<file path="src/rtl/mem_arbiter_if.sv">
// mem_arbiter_if: bundle of the fetch requester, data requester and RAM-side
// signals around the memory arbiter.
//   slave  : the arbiter itself (takes requests and RAM responses, drives
//            stalls, loads and RAM strobes).
//   master : the surrounding environment (caches and RAM model).
// Signals:
//   iREN/iaddr -> iwait/iload            fetch requester
//   dREN/dWEN/daddr/dstore -> dwait/dload data requester
//   ramREN/ramWEN/ramaddr/ramstore       RAM command
//   ramload/ramready                     RAM response
//   err                                  one-cycle timeout pulse
interface mem_arbiter_if #(
  parameter int WORD_W = 32
);
  logic              iREN;
  logic [WORD_W-1:0] iaddr;
  logic              iwait;
  logic [WORD_W-1:0] iload;
  logic              dREN;
  logic              dWEN;
  logic [WORD_W-1:0] daddr;
  logic [WORD_W-1:0] dstore;
  logic              dwait;
  logic [WORD_W-1:0] dload;
  logic              ramREN;
  logic              ramWEN;
  logic [WORD_W-1:0] ramaddr;
  logic [WORD_W-1:0] ramstore;
  logic [WORD_W-1:0] ramload;
  logic              ramready;
  logic              err;

  modport slave (
    input  iREN, iaddr, dREN, dWEN, daddr, dstore, ramload, ramready,
    output iwait, iload, dwait, dload, ramREN, ramWEN, ramaddr, ramstore, err
  );

  modport master (
    output iREN, iaddr, dREN, dWEN, daddr, dstore, ramload, ramready,
    input  iwait, iload, dwait, dload, ramREN, ramWEN, ramaddr, ramstore, err
  );
endinterface

</file>
<file path="src/rtl/mem_arbiter.sv">
// mem_arbiter: shares one RAM port between the instruction-fetch requester and
// the data requester. Data wins ties unless it has already taken STARVE_LIMIT
// consecutive grants while fetch was waiting. Each grant is bounded by TIMEOUT
// cycles; a forced release pulses err.
// Ports:
//   CLK  in  clock, rising edge
//   RST  in  asynchronous active-high reset
//   bus  mem_arbiter_if.slave (requesters, RAM command/response, err)
// Parameters:
//   WORD_W        address/data width
//   STARVE_LIMIT  data grants allowed in a row while fetch waits (0 = pure data priority)
//   TIMEOUT       max cycles in a grant state (>= 2)
module mem_arbiter #(
  parameter int WORD_W       = 32,
  parameter int STARVE_LIMIT = 2,
  parameter int TIMEOUT      = 64
) (
  input  logic          CLK,
  input  logic          RST,
  mem_arbiter_if.slave  bus
);

  localparam int SW = (STARVE_LIMIT < 1) ? 1 : $clog2(STARVE_LIMIT + 1);
  localparam int TW = $clog2(TIMEOUT);
  localparam logic [WORD_W-1:0] ZERO_W = '0;

  typedef enum logic [1:0] {IDLE, DGRANT, IGRANT} state_t;

  state_t        state_q, state_d;
  logic [SW-1:0] streak_q, streak_d;
  logic [TW-1:0] tcnt_q, tcnt_d;

  logic dreq;
  logic starve;
  logic tmo_hit;

  // Saturating increment of the data-grant streak.
  function automatic logic [SW-1:0] streak_inc(input logic [SW-1:0] s);
    return (s == SW'(STARVE_LIMIT)) ? s : s + SW'(1);
  endfunction

  assign dreq    = bus.dREN | bus.dWEN;
  assign starve  = (STARVE_LIMIT != 0) && (streak_q == SW'(STARVE_LIMIT));
  assign tmo_hit = (tcnt_q == TW'(TIMEOUT - 1)) && !bus.ramready;

  always_comb begin
    state_d      = state_q;
    streak_d     = streak_q;
    tcnt_d       = tcnt_q;
    bus.ramREN   = 1'b0;
    bus.ramWEN   = 1'b0;
    bus.ramaddr  = ZERO_W;
    bus.ramstore = ZERO_W;
    bus.iload    = ZERO_W;
    bus.dload    = ZERO_W;
    bus.err      = 1'b0;
    bus.iwait    = bus.iREN;
    bus.dwait    = dreq;

    case (state_q)
      IDLE: begin
        // Grants only start from IDLE, so there is always a bubble between grants.
        tcnt_d = '0;
        if (dreq && bus.iREN)  state_d = starve ? IGRANT : DGRANT;
        else if (dreq)         state_d = DGRANT;
        else if (bus.iREN)     state_d = IGRANT;
      end

      DGRANT: begin
        tcnt_d = tcnt_q + TW'(1);
        if (!dreq) begin
          // Abort: requester withdrew, RAM sees nothing, streak untouched.
          state_d = IDLE;
        end else begin
          bus.ramWEN   = bus.dWEN;
          bus.ramREN   = bus.dREN & ~bus.dWEN;
          bus.ramaddr  = bus.daddr;
          bus.ramstore = bus.dstore;
          if (bus.ramready || tmo_hit) begin
            bus.dwait = 1'b0;
            bus.dload = bus.ramready ? bus.ramload : ZERO_W;
            bus.err   = tmo_hit;
            state_d   = IDLE;
            streak_d  = bus.iREN ? streak_inc(streak_q) : '0;
          end
        end
      end

      IGRANT: begin
        tcnt_d = tcnt_q + TW'(1);
        if (!bus.iREN) begin
          state_d = IDLE;
        end else begin
          bus.ramREN  = 1'b1;
          bus.ramaddr = bus.iaddr;
          if (bus.ramready || tmo_hit) begin
            bus.iwait = 1'b0;
            bus.iload = bus.ramready ? bus.ramload : ZERO_W;
            bus.err   = tmo_hit;
            state_d   = IDLE;
            streak_d  = '0;
          end
        end
      end

      default: state_d = IDLE;
    endcase
  end

  always_ff @(posedge CLK or posedge RST) begin
    if (RST) begin
      state_q  <= IDLE;
      streak_q <= '0;
      tcnt_q   <= '0;
    end else begin
      state_q  <= state_d;
      streak_q <= streak_d;
      tcnt_q   <= tcnt_d;
    end
  end

endmodule
</file>
<file path="src/flat_wrapper.sv">
// flat-port wrapper written by rule: the top's interface ports become plain ports
module mem_arbiter_flat 
#(
  parameter int WORD_W       = 32,
  parameter int STARVE_LIMIT = 2,
  parameter int TIMEOUT      = 64
)
  (CLK, RST, bus_iREN, bus_iaddr, bus_dREN, bus_dWEN, bus_daddr, bus_dstore, bus_ramload, bus_ramready, bus_iwait, bus_iload, bus_dwait, bus_dload, bus_ramREN, bus_ramWEN, bus_ramaddr, bus_ramstore, bus_err);
  mem_arbiter_if #(.WORD_W(WORD_W)) bus_i ();
  input  logic CLK;
  input  logic RST;
  input wire logic [$bits(bus_i.iREN)-1:0] bus_iREN;
  input wire logic [$bits(bus_i.iaddr)-1:0] bus_iaddr;
  input wire logic [$bits(bus_i.dREN)-1:0] bus_dREN;
  input wire logic [$bits(bus_i.dWEN)-1:0] bus_dWEN;
  input wire logic [$bits(bus_i.daddr)-1:0] bus_daddr;
  input wire logic [$bits(bus_i.dstore)-1:0] bus_dstore;
  input wire logic [$bits(bus_i.ramload)-1:0] bus_ramload;
  input wire logic [$bits(bus_i.ramready)-1:0] bus_ramready;
  output wire logic [$bits(bus_i.iwait)-1:0] bus_iwait;
  output wire logic [$bits(bus_i.iload)-1:0] bus_iload;
  output wire logic [$bits(bus_i.dwait)-1:0] bus_dwait;
  output wire logic [$bits(bus_i.dload)-1:0] bus_dload;
  output wire logic [$bits(bus_i.ramREN)-1:0] bus_ramREN;
  output wire logic [$bits(bus_i.ramWEN)-1:0] bus_ramWEN;
  output wire logic [$bits(bus_i.ramaddr)-1:0] bus_ramaddr;
  output wire logic [$bits(bus_i.ramstore)-1:0] bus_ramstore;
  output wire logic [$bits(bus_i.err)-1:0] bus_err;
  assign bus_i.iREN = bus_iREN;
  assign bus_i.iaddr = bus_iaddr;
  assign bus_i.dREN = bus_dREN;
  assign bus_i.dWEN = bus_dWEN;
  assign bus_i.daddr = bus_daddr;
  assign bus_i.dstore = bus_dstore;
  assign bus_i.ramload = bus_ramload;
  assign bus_i.ramready = bus_ramready;
  assign bus_iwait = bus_i.iwait;
  assign bus_iload = bus_i.iload;
  assign bus_dwait = bus_i.dwait;
  assign bus_dload = bus_i.dload;
  assign bus_ramREN = bus_i.ramREN;
  assign bus_ramWEN = bus_i.ramWEN;
  assign bus_ramaddr = bus_i.ramaddr;
  assign bus_ramstore = bus_i.ramstore;
  assign bus_err = bus_i.err;
  mem_arbiter #(.WORD_W(WORD_W), .STARVE_LIMIT(STARVE_LIMIT), .TIMEOUT(TIMEOUT)) u_core (.CLK(CLK), .RST(RST), .bus(bus_i));
endmodule
</file>
<file path="config.mk">
export PLATFORM = sky130hd
export DESIGN_NAME = mem_arbiter_flat
export DESIGN_NICKNAME = d
export VERILOG_FILES = /design/src/rtl/mem_arbiter_if.sv /design/src/rtl/mem_arbiter.sv /design/src/flat_wrapper.sv
export SDC_FILE = /design/constraint.sdc
export NUM_CORES = 1
export LEC_CHECK = 0
export BUFFER_PORTS_ARGS = -buffer_cell sky130_fd_sc_hd__buf_2
export CORE_AREA = 4 4 103 105
export DETAILED_ROUTE_END_ITERATION = 10
export DIE_AREA = 0 0 107 109
export PLACE_DENSITY = 0.55
export SLEW_MARGIN = 20
export SYNTH_ARGS = -nofsm -noshare
export SYNTH_HDL_FRONTEND = slang
export SYNTH_SLANG_ARGS = --single-unit
</file>
<file path="constraint.sdc">
create_clock -name CLK -period 1.5 [get_ports CLK]
set_input_delay 0.15 -clock CLK [delete_from_list [all_inputs] [get_ports CLK]]
set_output_delay 0.15 -clock CLK [all_outputs]
set_load 0.005 [all_outputs]
</file>
[Word-level counts from Yosys, hierarchy flattened]
Index checks and enable logic that the tools add are counted.
Cells by class
  reductions and logical operators: 9
  $add $sub $neg: 2
  muxes and demuxes: 41
  equality and inequality tests: 10
  bitwise logic cells: 3
Operators with widths (count)
  $mux 32: 10
  $pmux 32 s2: 1
  $mux 2: 13
  $mux 1: 12
  $pmux 6 s2: 1
  $add 6x1->6 const B: 1
  $eq 6x6->1 const B: 1
  $ne 2x1->1 const B: 3
  $pmux 2 s3: 1
  $reduce_and 6->1: 1
  $eq 2x2->1 const B: 2
  $ne 4x2->1 const B: 1
  $pmux 1 s2: 2
  $pmux 2 s2: 1
  $reduce_bool 2->1: 2
  $ne 3x3->1 const B: 1
  $add 2x1->2 const B: 1
  $eq 2x1->1 const B: 1
  $logic_and 1x1->1: 2
  $logic_not 2->1: 1
  $ne 2x2->1 const B: 1
  $reduce_or 2->1: 1
  $and 1x1->1: 1
  $logic_not 1->1: 1
  3 further kinds: 3
Storage, ports and cells
  word-level logic and storage cells: 68
  register bits after elaboration: 10
  output and inout port bits: 133
  input bits: 134

[Longest topological paths before layout]
Gate-level depths: netlist of the first run.
  depth in word-level cells: 6
  gate-level depth with buffers: 7
  depth with buffers taken out: 6

[Worst setup path before layout of the first run]
OpenSTA, ideal clock, no wires.
  path type: register -> output
  start: reg u_core.state_q[1]
  end: out bus_ramstore[10]
  stages on the path, launching flop included: 7
  data arrival time: 1362 ps
  slack: -12 ps
  required time: 1350 ps
  cells stage by stage: dfrtp_1 inv_1 ha_1 o21a_1 buf_6 clkbuf_1 and2_1
Between the ends
  word-level cells in the longest chain between the ends: 2
Ends and longest elaborated chain
  start: declaration: RTL line mem_arbiter.sv:29  | state_t state_q, state_d;
  start signal: assignment: RTL line mem_arbiter.sv:116  | state_q <= state_d;
  $eq 2x1->1: RTL line mem_arbiter.sv:60  | case (state_q)
  $mux 32: RTL line mem_arbiter.sv:60
  end: declaration: RTL line flat_wrapper.sv:27  | output wire logic [$bits(bus_i.ramstore)-1:0] bus_ramstore;
No other way between the ends.

[Final worst setup path of the first run]
  start: reg u_core.state_q[0]
  end: out bus_ramstore[23]
The elaborated chain is that of the path after synthesis.

==> results of run 1 <==
==> repair_timing <==
item | 4_1_cts | 5_1_grt
hold endpoints to repair | 10 | 0
gates resized for setup | 35 | 46
cloned | 3 | 10
pin swaps | 18 | 14
hold buffers | 1 | 0
endpoints found under the setup margin | 138 | 140
setup buffers | 5 | 4
==> through the flow <==
step / cell area [um^2] / total power [mW]
2_1_floorplan: 1795 / 2.016
3_3_place_gp: 3426 / 3.400
3_5_place_dp: 3426 / 3.450
4_1_cts: 3721 / 4.298
5_1_grt: 4129 / 5.306
6_report: 4129 / 4.945
==> sequential cells by signal, indices dropped and copies added, names as in the netlist <==
name and flops:
u_core.state_q 2, u_core.tcnt_q 6, u_core.streak_q 2
==> cells by family (layout without fill, tap and decap cells) <==
family	after synthesis	count (layout)
adder cells (fa/ha/maj)	6	6
buffers and inverters	32	320
AND/OR/NAND/NOR	188	188
AO/OA/AOI/OAI	49	49
flip-flops	10	10
multiplexers	3	3
XOR/XNOR	2	2
==> cell type report <==
cell class	instances	area share, %
Timing Repair Buffer	311	48.61
Multi-Input combinational cell	248	39.52
Sequential cell	10	6.061
Tap cell	133	4.030
Clock buffer	4	1.333
Inverter	5	0.4545
==> how the worst min path moves through the flow <==
stage | startpoint | end | cells after the start | slack [ps]
final | bus_iREN | u_core.state_q[1] | 3 | 300
after global routing | bus_iREN | u_core.state_q[1] | 3 | 300
after CTS | bus_iREN | u_core.state_q[1] | 3 | 260
after detailed placement | RST | u_core.tcnt_q[4] | 2 | 190
after global placement | RST | u_core.tcnt_q[5] | 2 | 180
after floorplan | RST | u_core.state_q[0] | 1 | -10
==> where the power goes <==
group | internal (mW) | total (mW) | switching, mW
Clock | 0.232 | 0.351 | 0.119
Combinational | 2.42 | 4.20 | 1.78
Sequential | 0.342 | 0.399 | 0.0565
Total | 2.99 | 4.94 | 1.96
==> worst reg2reg max path: stages, from the launching register on <==
cell and delay [ps]:
dfrtp_1 400, buf_6 130, ha_4 150, o21a_4 170, buf_16 170, buf_6 110, and3_1 130, o21a_1 200
mux2i_1 140
==> metal layers <==
layer  vias up  global-route usage (%)  share of wire, %
li1       1535                       -                 -
met1      1409                   16.98                37
met2       188                   27.92                52
met3        10                   3.552                10
met4         0                   4.292               1.3
met5         -                       0                 0
==> cells in the mapped netlist (2+ instances only) <==
cell type / number
nor2_1: 72
nand2_1: 37
and2_1: 35
nor2b_1: 35
a22oi_1: 32
clkbuf_1: 17
dfrtp_1: 10
buf_2: 8
ha_1: 6
inv_1: 5
o21ai_0: 3
a22o_1: 2
mux2_2: 2
nand3_1: 2
o21a_1: 2
==> layout by cell type (no fill, tap or decap), types with 2 or more instances in the layout <==
cell type  synthesis  routed
ha_2               0       2
buf_4              0      16
buf_16             0       2
ha_4               0       2
nor2_1            72      67
o21ai_1            1       2
a22oi_1           32      15
a22oi_2            0      17
ha_1               6       2
and2_1            35      28
clkbuf_16          0       7
buf_12             0       6
a22o_1             2       2
inv_2              0       2
inv_1              5       3
and2_4             0       7
nor2b_2            0       4
dfrtp_1           10      10
nor2b_4            0       2
nand2_1           37      36
clkbuf_8           0       4
buf_8              0       3
buf_6              1      16
nor2_2             0       5
nor2b_1           35      29
buf_2              8     260
==> results.sh, run 1 <==
export IMPL_status="complete, but fails checks"
export IMPL_failed_checks="negative setup slack"
export IMPL_powerDensity_nw_per_um2=1198
export IMPL_finalSetupViolCount=136
export IMPL_dieArea_um2=11660
export IMPL_path_clk_slew_ps=60
export IMPL_critPathCaptureType="output pin"
export IMPL_ys_flop_type="dfrtp_1"
export IMPL_root_buffer="clkbuf_8"
export IMPL_detail_route_antenna_nets=0
export IMPL_grt_pass1_wl_um=14280
export IMPL_fin_crit_ps=1844
export IMPL_clockBufferDepth=2
export IMPL_seqCellArea_um2=250.2
export IMPL_drive_gt1_share_pct=63.67
export IMPL_max_cap_viol_count=0
export IMPL_syn_inst=290
export IMPL_worst_setup_path_type="reg2out"
export IMPL_worstPathCellList="buf_6, ha_4, o21a_4, buf_12, clkbuf_16, and2_1, buf_2"
export IMPL_wire_per_inst_um=15.03
export IMPL_r2r_end="u_core.streak_q[0]"
export IMPL_floorplan_initialDensity_pct=18.60
export IMPL_cp_top_family="buffers and inverters"
export IMPL_ys_seq_area_share_pct=13.96
export IMPL_startpoint="u_core.state_q[0]"
export IMPL_power_leakage_nw=2.284
export IMPL_drc_errors=0
export IMPL_rrSetupSlack_ps=-180
export IMPL_place_congestion=0.7534
export IMPL_cts_max_level=1
export IMPL_synth_xor_area_share_pct=0.9770
export IMPL_overflow=0
export IMPL_yosysUniqueCellTypes=37
export IMPL_wl_um=10690
export IMPL_finalHoldViolCount=0
export IMPL_syn_area_um2=1793
export IMPL_synth_top_family_by_area="simple AND/OR/NAND/NOR gates"
export IMPL_cp_required_ps=1350
export IMPL_synthSimpleGateAreaFrac_pct=50.94
export IMPL_period_share_pct=122.9
export IMPL_cts_buffers=3
export IMPL_arrival_ps=1690
export IMPL_synth_top_area_share_pct=15.07
export IMPL_cpPeakStageDelay_ps=400
export IMPL_vias=3142
export IMPL_synth_edf_count=0
export IMPL_drtIter0Drc=226
export IMPL_fin_ws_ps=-344.0
export IMPL_grt_max_degree=33
export IMPL_max_freq_mhz=542.3
export IMPL_utilization_pct=42.83
export IMPL_ios=267
export IMPL_final_cells=711
export IMPL_synth_compound_area_share_pct=20.38
export IMPL_io_buffers=266
export IMPL_area_growth_pct=130.3
export IMPL_worst_path_max_delay_cell="dfrtp_1"
export IMPL_first_pass_iters=4
export IMPL_async_reset_ff_share_pct=100.0
export IMPL_rsz0062_at_grt="yes"
export IMPL_coreArea_um2=9639
export IMPL_die_h_um=109
export IMPL_antennaDiodeCount=0
export IMPL_crit_path_end="bus_ramstore[23]"
export IMPL_tns_ps=-33740
export IMPL_critical_path_buf_inv_count=4
export IMPL_synth_warnings=0
export IMPL_dp_cells=685
export IMPL_antenna_found_initial=0
export IMPL_hold_ws_ps=295.5
export IMPL_core_rowCount=36
export IMPL_synth_mux_area_share_pct=1.814
export IMPL_fp_dieW_um=107
export IMPL_syn_num_nets=430
export IMPL_multiInputGateArea_um2=1632
export IMPL_ys_ff_latch=10
export IMPL_cp_start_kind="flip-flop"
export IMPL_vdd_ir_drop_max_mv=0.8173
export IMPL_cp_max_fo=14
export IMPL_dpl_hpwl_um=8166
export IMPL_fin_nets=719
export IMPL_finClkSkew_ps=4.994
export IMPL_cp_depth=7
export IMPL_synthAdderAreaFrac_pct=4.187
export IMPL_reg2reg_from="u_core.state_q[0]"
export IMPL_yosysTopAreaCell="nor2_1"
export IMPL_max_slew_margin_rel_pct=70.93
export IMPL_dp_slack_ps=-113.5
export IMPL_clk_latency_ps=240
export IMPL_hp_class="in2reg"
export IMPL_nFillCells=1004
export IMPL_cts_tree="built"
export IMPL_yosys_top_cells_area="nor2_1 (15%), dfrtp_1 (14%), a22oi_1 (13%)"
export IMPL_avgSynthCellArea_um2=6.183
export IMPL_tightest_slew_ps=436.1
export IMPL_grt_pass1_vias=2932
export IMPL_ff2ff_path_depth=8
export IMPL_cts_num_sinks=10
export IMPL_track_usage_pct=14.98
export IMPL_via_per_inst=4.419
export IMPL_slew_viol_final=0
(Power assumes the default switching activity.)
==> run 2, diff against run 1 <==
--- a/config.mk
+++ b/config.mk
@@ -9,6 +9,7 @@
 export CORE_AREA = 4 4 103 105
 export DETAILED_ROUTE_END_ITERATION = 10
 export DIE_AREA = 0 0 107 109
+export GPL_TIMING_DRIVEN = 0
 export PLACE_DENSITY = 0.55
 export SLEW_MARGIN = 20
 export SYNTH_ARGS = -nofsm -noshare
==> run 2 against run 1 <==
- the flow still finishes with violations (negative setup slack)
- non-clock buffer count is 15 higher
- sequential power hardly changed
- sequential share of layout area is 0.58 points lower
- critical path depth stayed put
- largest power group unchanged
- first-iteration DRC count is 19% lower
- register-to-register slack better by 80 ps
- largest cell class unchanged
- critical endpoint is now bus_ramstore[13]
- combinational power is 7.1% higher
- global-route usage is 0.43 points higher
==> results.sh, run 2 (same netlist as run 1, synthesis figures left out) <==
export IMPL_status="complete, but fails checks"
export IMPL_failed_checks="negative setup slack"
export IMPL_final_cell_mix="buf_2 (248), nand2_1 (36), nor2b_1 (35), nor2_1 (30), nor2_4 (28)"
export IMPL_coreArea_um2=9639
export IMPL_routed_top_layer="met4"
export IMPL_dr_wl_met3_um=1154
export IMPL_via_per_inst=4.464
export IMPL_cpPeakStageDelay_ps=400
export IMPL_grt_pass1_vias=3025
export IMPL_hold_ws_ps=430.1
export IMPL_area_growth_pct=155.9
export IMPL_drive_gt1_share_pct=70.37
export IMPL_largest_register_ffs=6
export IMPL_finalSetupViolCount=140
export IMPL_min_path_cells=3
export IMPL_cts_num_sinks=10
export IMPL_vdd_ir_drop_max_mv=0.5480
export IMPL_dieArea_um2=11660
export IMPL_track_usage_pct=15.41
export IMPL_wl_um=10820
export IMPL_multiInputGateArea_um2=1888
export IMPL_io_buffers=264
export IMPL_nFillCells=972
export IMPL_cts_max_level=1
export IMPL_power_leakage_nw=2.381
export IMPL_finClkSkew_ps=2.578
export IMPL_dp_slack_ps=-567.1
export IMPL_antennaDiodeCount=0
export IMPL_tightest_slew_ps=437.3
export IMPL_dpl_hpwl_um=8234
export IMPL_period_share_pct=120.5
export IMPL_fp_dieW_um=107
export IMPL_clk_latency_ps=230
export IMPL_overflow=0
export IMPL_wire_per_inst_um=14.88
export IMPL_cts_buffers=3
export IMPL_max_freq_mhz=553.2
export IMPL_grt_max_degree=11
export IMPL_cp_max_fo=7
export IMPL_antenna_found_initial=0
export IMPL_first_pass_iters=5
export IMPL_slew_viol_final=0
export IMPL_detail_route_antenna_nets=0
export IMPL_drtIter0Drc=182
export IMPL_core_rowCount=36
export IMPL_path_clk_slew_ps=50
export IMPL_fin_nets=735
export IMPL_hp_class="in2reg"
export IMPL_critPathCaptureType="output pin"
export IMPL_final_cells=727
export IMPL_dp_cells=687
export IMPL_max_cap_viol_count=0
export IMPL_cts_tree="built"
export IMPL_arrival_ps=1660
export IMPL_worst_path_max_delay_cell="dfrtp_1"
export IMPL_die_h_um=109
export IMPL_fin_ws_ps=-307.8
export IMPL_rsz0062_at_grt="yes"
export IMPL_ios=267
export IMPL_cp_start_kind="flip-flop"
export IMPL_vias=3245
export IMPL_place_congestion=0.8245
export IMPL_worst_setup_path_type="reg2out"
export IMPL_fin_crit_ps=1808
export IMPL_regMostFlops="u_core.tcnt_q"
export IMPL_met2WireLength_um=5723
export IMPL_finalHoldViolCount=0
export IMPL_clockBufferDepth=2
export IMPL_worstPathCellList="buf_6, ha_4, o21a_4, buf_12, buf_4, and2_1, buf_2"
export IMPL_cp_required_ps=1350
export IMPL_largestRegisters="u_core.tcnt_q x6, u_core.state_q x2, u_core.streak_q x2"
export IMPL_root_buffer="clkbuf_8"
export IMPL_floorplan_initialDensity_pct=18.60
export IMPL_grt_pass1_wl_um=14750
export IMPL_ff2ff_path_depth=6
export IMPL_drc_errors=0
export IMPL_powerDensity_nw_per_um2=1142
export IMPL_seqCellArea_um2=251.5
export IMPL_wirelength_met1_um=3794
export IMPL_mostFrequentLayoutCell="buf_2"
export IMPL_max_slew_margin_rel_pct=70.74
-- run 2: cell type report --
| cell class | instances | share of cell area, % |
|---|---|---|
| Tap cell | 133 | 3.627 |
| Multi-Input combinational cell | 249 | 41.15 |
| Sequential cell | 10 | 5.481 |
| Buffer | 25 | 6.818 |
| Inverter | 5 | 0.4636 |
| Clock buffer | 4 | 1.200 |
| Timing Repair Buffer | 301 | 41.26 |
-- run 2: metrics by stage --
step	power, mW	utilization, %	setup TNS [ps]	cell area, um^2
after global placement	3.103	34.06	-35980	3283
final	5.239	47.60	-31340	4588
after global routing	5.634	47.60	-41480	4588
after floorplan	2.016	-	-16.02	1795
after CTS	4.682	41.20	-34790	3971
after detailed placement	3.156	34.06	-41150	3283
-- run 2: critical path: cells and delay by family, from the launching register on --
kind            cells  cell delay [ps]
compound gates      1              160
fa+ha+maj           1              160
buf+inv             4              550
flops               1              400
simple gates        1              150
-- run 2: metal layers --
metal | vias up | GRT usage, %
met3 | 15 | 4.085
met2 | 200 | 29.63
met1 | 1463 | 16.83
met5 | - | 0
li1 | 1567 | -
met4 | 0 | 3.562
-- run 2: final timing paths --
path | start | slack [ps] | to
min in group asynchronous | RST | 450 | u_core.tcnt_q[1]
setup / recovery | u_core.state_q[0] | -310 | bus_ramstore[13]
hold reg to reg | u_core.streak_q[0] | 480 | u_core.streak_q[0]
setup reg to reg | u_core.tcnt_q[1] | -100 | u_core.state_q[1]
max in group asynchronous | RST | 750 | u_core.state_q[1]
hold / removal | bus_iREN | 430 | u_core.state_q[1]
-- run 2: repair_timing --
| item | 4_1_cts | 5_1_grt |
|---|---|---|
| resized for setup | 110 | 113 |
| endpoints found under the setup margin | 140 | 141 |
| setup buffers | 18 | 8 |
| hold buffers | 1 | 0 |
| pin swaps | 25 | 40 |
| gates cloned | 5 | 7 |
| hold endpoints to repair | 10 | 0 |
-- run 2: power breakdown --
| group | internal [mW] | switching (mW) | leakage, nW | total, mW |
|---|---|---|---|---|
| sequential | 0.344 | 0.0586 | 0.132 | 0.402 |
| clock | 0.231 | 0.104 | 0.0288 | 0.335 |
| combinational | 2.58 | 1.92 | 2.22 | 4.50 |
| total | 3.15 | 2.09 | 2.38 | 5.24 |
==> run 3, diff against run 2 <==
--- a/config.mk
+++ b/config.mk
@@ -6,11 +6,11 @@
 export NUM_CORES = 1
 export LEC_CHECK = 0
 export BUFFER_PORTS_ARGS = -buffer_cell sky130_fd_sc_hd__buf_2
-export CORE_AREA = 4 4 103 105
+export CORE_AREA = 2 2 104 106
 export DETAILED_ROUTE_END_ITERATION = 10
-export DIE_AREA = 0 0 107 109
+export DIE_AREA = 0 0 106 108
 export GPL_TIMING_DRIVEN = 0
-export PLACE_DENSITY = 0.55
+export PLACE_DENSITY = 0.52
 export SLEW_MARGIN = 20
 export SYNTH_ARGS = -nofsm -noshare
 export SYNTH_HDL_FRONTEND = slang
==> run 3 against run 2 <==
- the run still ends with negative setup slack left
- largest cell class unchanged
- die area decreased by 1.8%
- maximum frequency decreased by 0.22%
- hold slack got worse by 69 ps
- largest power group unchanged
- worst setup slack got worse by 4.0 ps
- sequential power increased by 3%
- sequential cell count unchanged
- first-iteration DRC count increased by 5.5%
==> results.sh, run 3 (same netlist as run 1, synthesis figures left out) <==
export IMPL_grt_pass1_vias=3034
export IMPL_status="complete, but fails checks"
export IMPL_core_rowCount=37
export IMPL_finalSetupViolCount=136
export IMPL_antennaDiodeCount=0
export IMPL_clk_latency_ps=230
export IMPL_detail_route_antenna_nets=0
export IMPL_stdcell_area_um2=4354
export IMPL_place_area_um2=3287
export IMPL_worst_path_max_delay_cell="dfrtp_2"
export IMPL_powerDensity_nw_per_um2=1134
export IMPL_fin_crit_ps=1812
export IMPL_worstPathCellList="inv_4, ha_4, and2_4, buf_12, clkbuf_16, a22oi_2, nor2b_1, buf_2"
export IMPL_cts_max_level=1
export IMPL_coreArea_um2=10230
export IMPL_cp_start_kind="flip-flop"
export IMPL_grt_pass1_wl_um=14560
export IMPL_area_growth_pct=142.8
export IMPL_place_congestion=0.7991
export IMPL_hp_class="in2reg"
export IMPL_tightest_slew_ps=464.7
export IMPL_final_cells=727
export IMPL_cts_tree="built"
export IMPL_largestRegisters="u_core.tcnt_q x6, u_core.state_q x2, u_core.streak_q x2"
export IMPL_hold_ws_ps=361.6
export IMPL_cts_num_sinks=10
export IMPL_mostFrequentLayoutCell="buf_2"
export IMPL_utilization_pct=42.56
export IMPL_die_h_um=108
export IMPL_period_share_pct=120.8
export IMPL_wire_per_inst_um=13.40
export IMPL_regMostFlops="u_core.tcnt_q"
export IMPL_overflow=0
export IMPL_slew_viol_final=0
export IMPL_tns_ps=-29770
export IMPL_max_cap_viol_count=0
export IMPL_dp_slack_ps=-467.8
export IMPL_track_usage_pct=15.35
export IMPL_fin_ws_ps=-311.8
export IMPL_dp_cells=690
export IMPL_fp_dieW_um=106
export IMPL_power_leakage_nw=2.311
export IMPL_io_buffers=264
export IMPL_drtIter0Drc=192
export IMPL_fin_nets=733
export IMPL_via_per_inst=4.316
export IMPL_dieArea_um2=11450
export IMPL_root_buffer="clkbuf_8"
export IMPL_floorplan_initialDensity_pct=17.52
export IMPL_wl_um=9743
export IMPL_clockBufferDepth=2
export IMPL_vias=3138
export IMPL_worst_setup_path_type="reg2out"
export IMPL_nFillCells=1055
export IMPL_path_clk_slew_ps=50
export IMPL_largest_register_ffs=6
export IMPL_vdd_ir_drop_max_mv=0.6190
export IMPL_finalHoldViolCount=0
export IMPL_seqCellArea_um2=252.7
export IMPL_dpl_hpwl_um=7609
export IMPL_max_freq_mhz=551.9
export IMPL_cpPeakStageDelay_ps=450
export IMPL_rsz0062_at_grt="yes"
export IMPL_arrival_ps=1660
export IMPL_drc_errors=0
export IMPL_finClkSkew_ps=1.676
export IMPL_cp_max_fo=9
export IMPL_grt_max_degree=11
export IMPL_antenna_found_initial=0
export IMPL_failed_checks="negative setup slack"
export IMPL_ios=267
export IMPL_final_cell_mix="buf_2 (256), nor2_1 (40), nand2_1 (36), nor2b_1 (35), nor2_2 (31)"
export IMPL_critPathCaptureType="output pin"
export IMPL_cp_required_ps=1350
export IMPL_multiInputGateArea_um2=1782
export IMPL_total_power_mw=4.937
export IMPL_drive_gt1_share_pct=70.39
export IMPL_first_pass_iters=4
export IMPL_max_slew_margin_rel_pct=69.02
export IMPL_cts_buffers=3
==> run 3: changes by cell type in the layout (fill, tap and decap cells not counted), moves of 2 or more <==
cell       change
and2_1         +6
buf_8          +2
nor2_4        -27
a22oi_1       -15
a22oi_2       +15
clkbuf_16      -3
and2_4         -6
nor2_1        +10
buf_6          -9
buf_2          +8
nor2_2        +17
==> run 3: cell type report <==
cell class,count,area share (%)
multi-input combinational,248,40.92
timing repair buffer,299,39.91
buffer,26,8.017
sequential,10,5.805
tap,136,3.908
clock buffer,3,0.9483
inverter,5,0.4885
==> run 3: metal layers <==
layer	vias to the layer above	part of all wire, %	GRT usage, %
met1	1406	38	18.06
met2	173	53	28.62
met4	0	1.1	4.135
li1	1553	-	-
met3	6	8.2	2.773
met5	-	0	0
==> run 3: path summary, 6_finish.rpt <==
path,start,end,slack (ps),cells after the start
worst max-delay path,u_core.state_q[0],bus_ramaddr[19],-310,8
worst min-delay path,bus_iREN,u_core.streak_q[0],360,3
worst max register to register,u_core.state_q[0],u_core.tcnt_q[2],-220,8
min in group asynchronous,RST,u_core.tcnt_q[3],470,3
worst min register to register,u_core.streak_q[0],u_core.streak_q[0],470,1
max in group asynchronous,RST,u_core.state_q[1],720,3
==> run 3: worst max-delay path: cells and delay by family, from the launching register on <==
| family | cells | cell delay (ps) |
|---|---|---|
| compound gates | 1 | 50 |
| buf+inv | 4 | 510 |
| simple gates | 2 | 280 |
| flops | 1 | 450 |
| fa+ha+maj | 1 | 150 |
==> run 3: repair_timing <==
action / in CTS / in global routing
endpoints found under the hold margin: 10 / 0
pin swaps: 36 / 4
setup buffers: 19 / 6
endpoints found under the setup margin: 139 / 141
gates resized for setup: 141 / 49
cloned: 8 / 1
hold buffers: 1 / 0
==> run 3: where the power goes <==
group	total (mW)	switching (mW)	internal (mW)
clock network	0.270	0.0953	0.175
logic	4.25	1.83	2.42
registers	0.416	0.0691	0.347
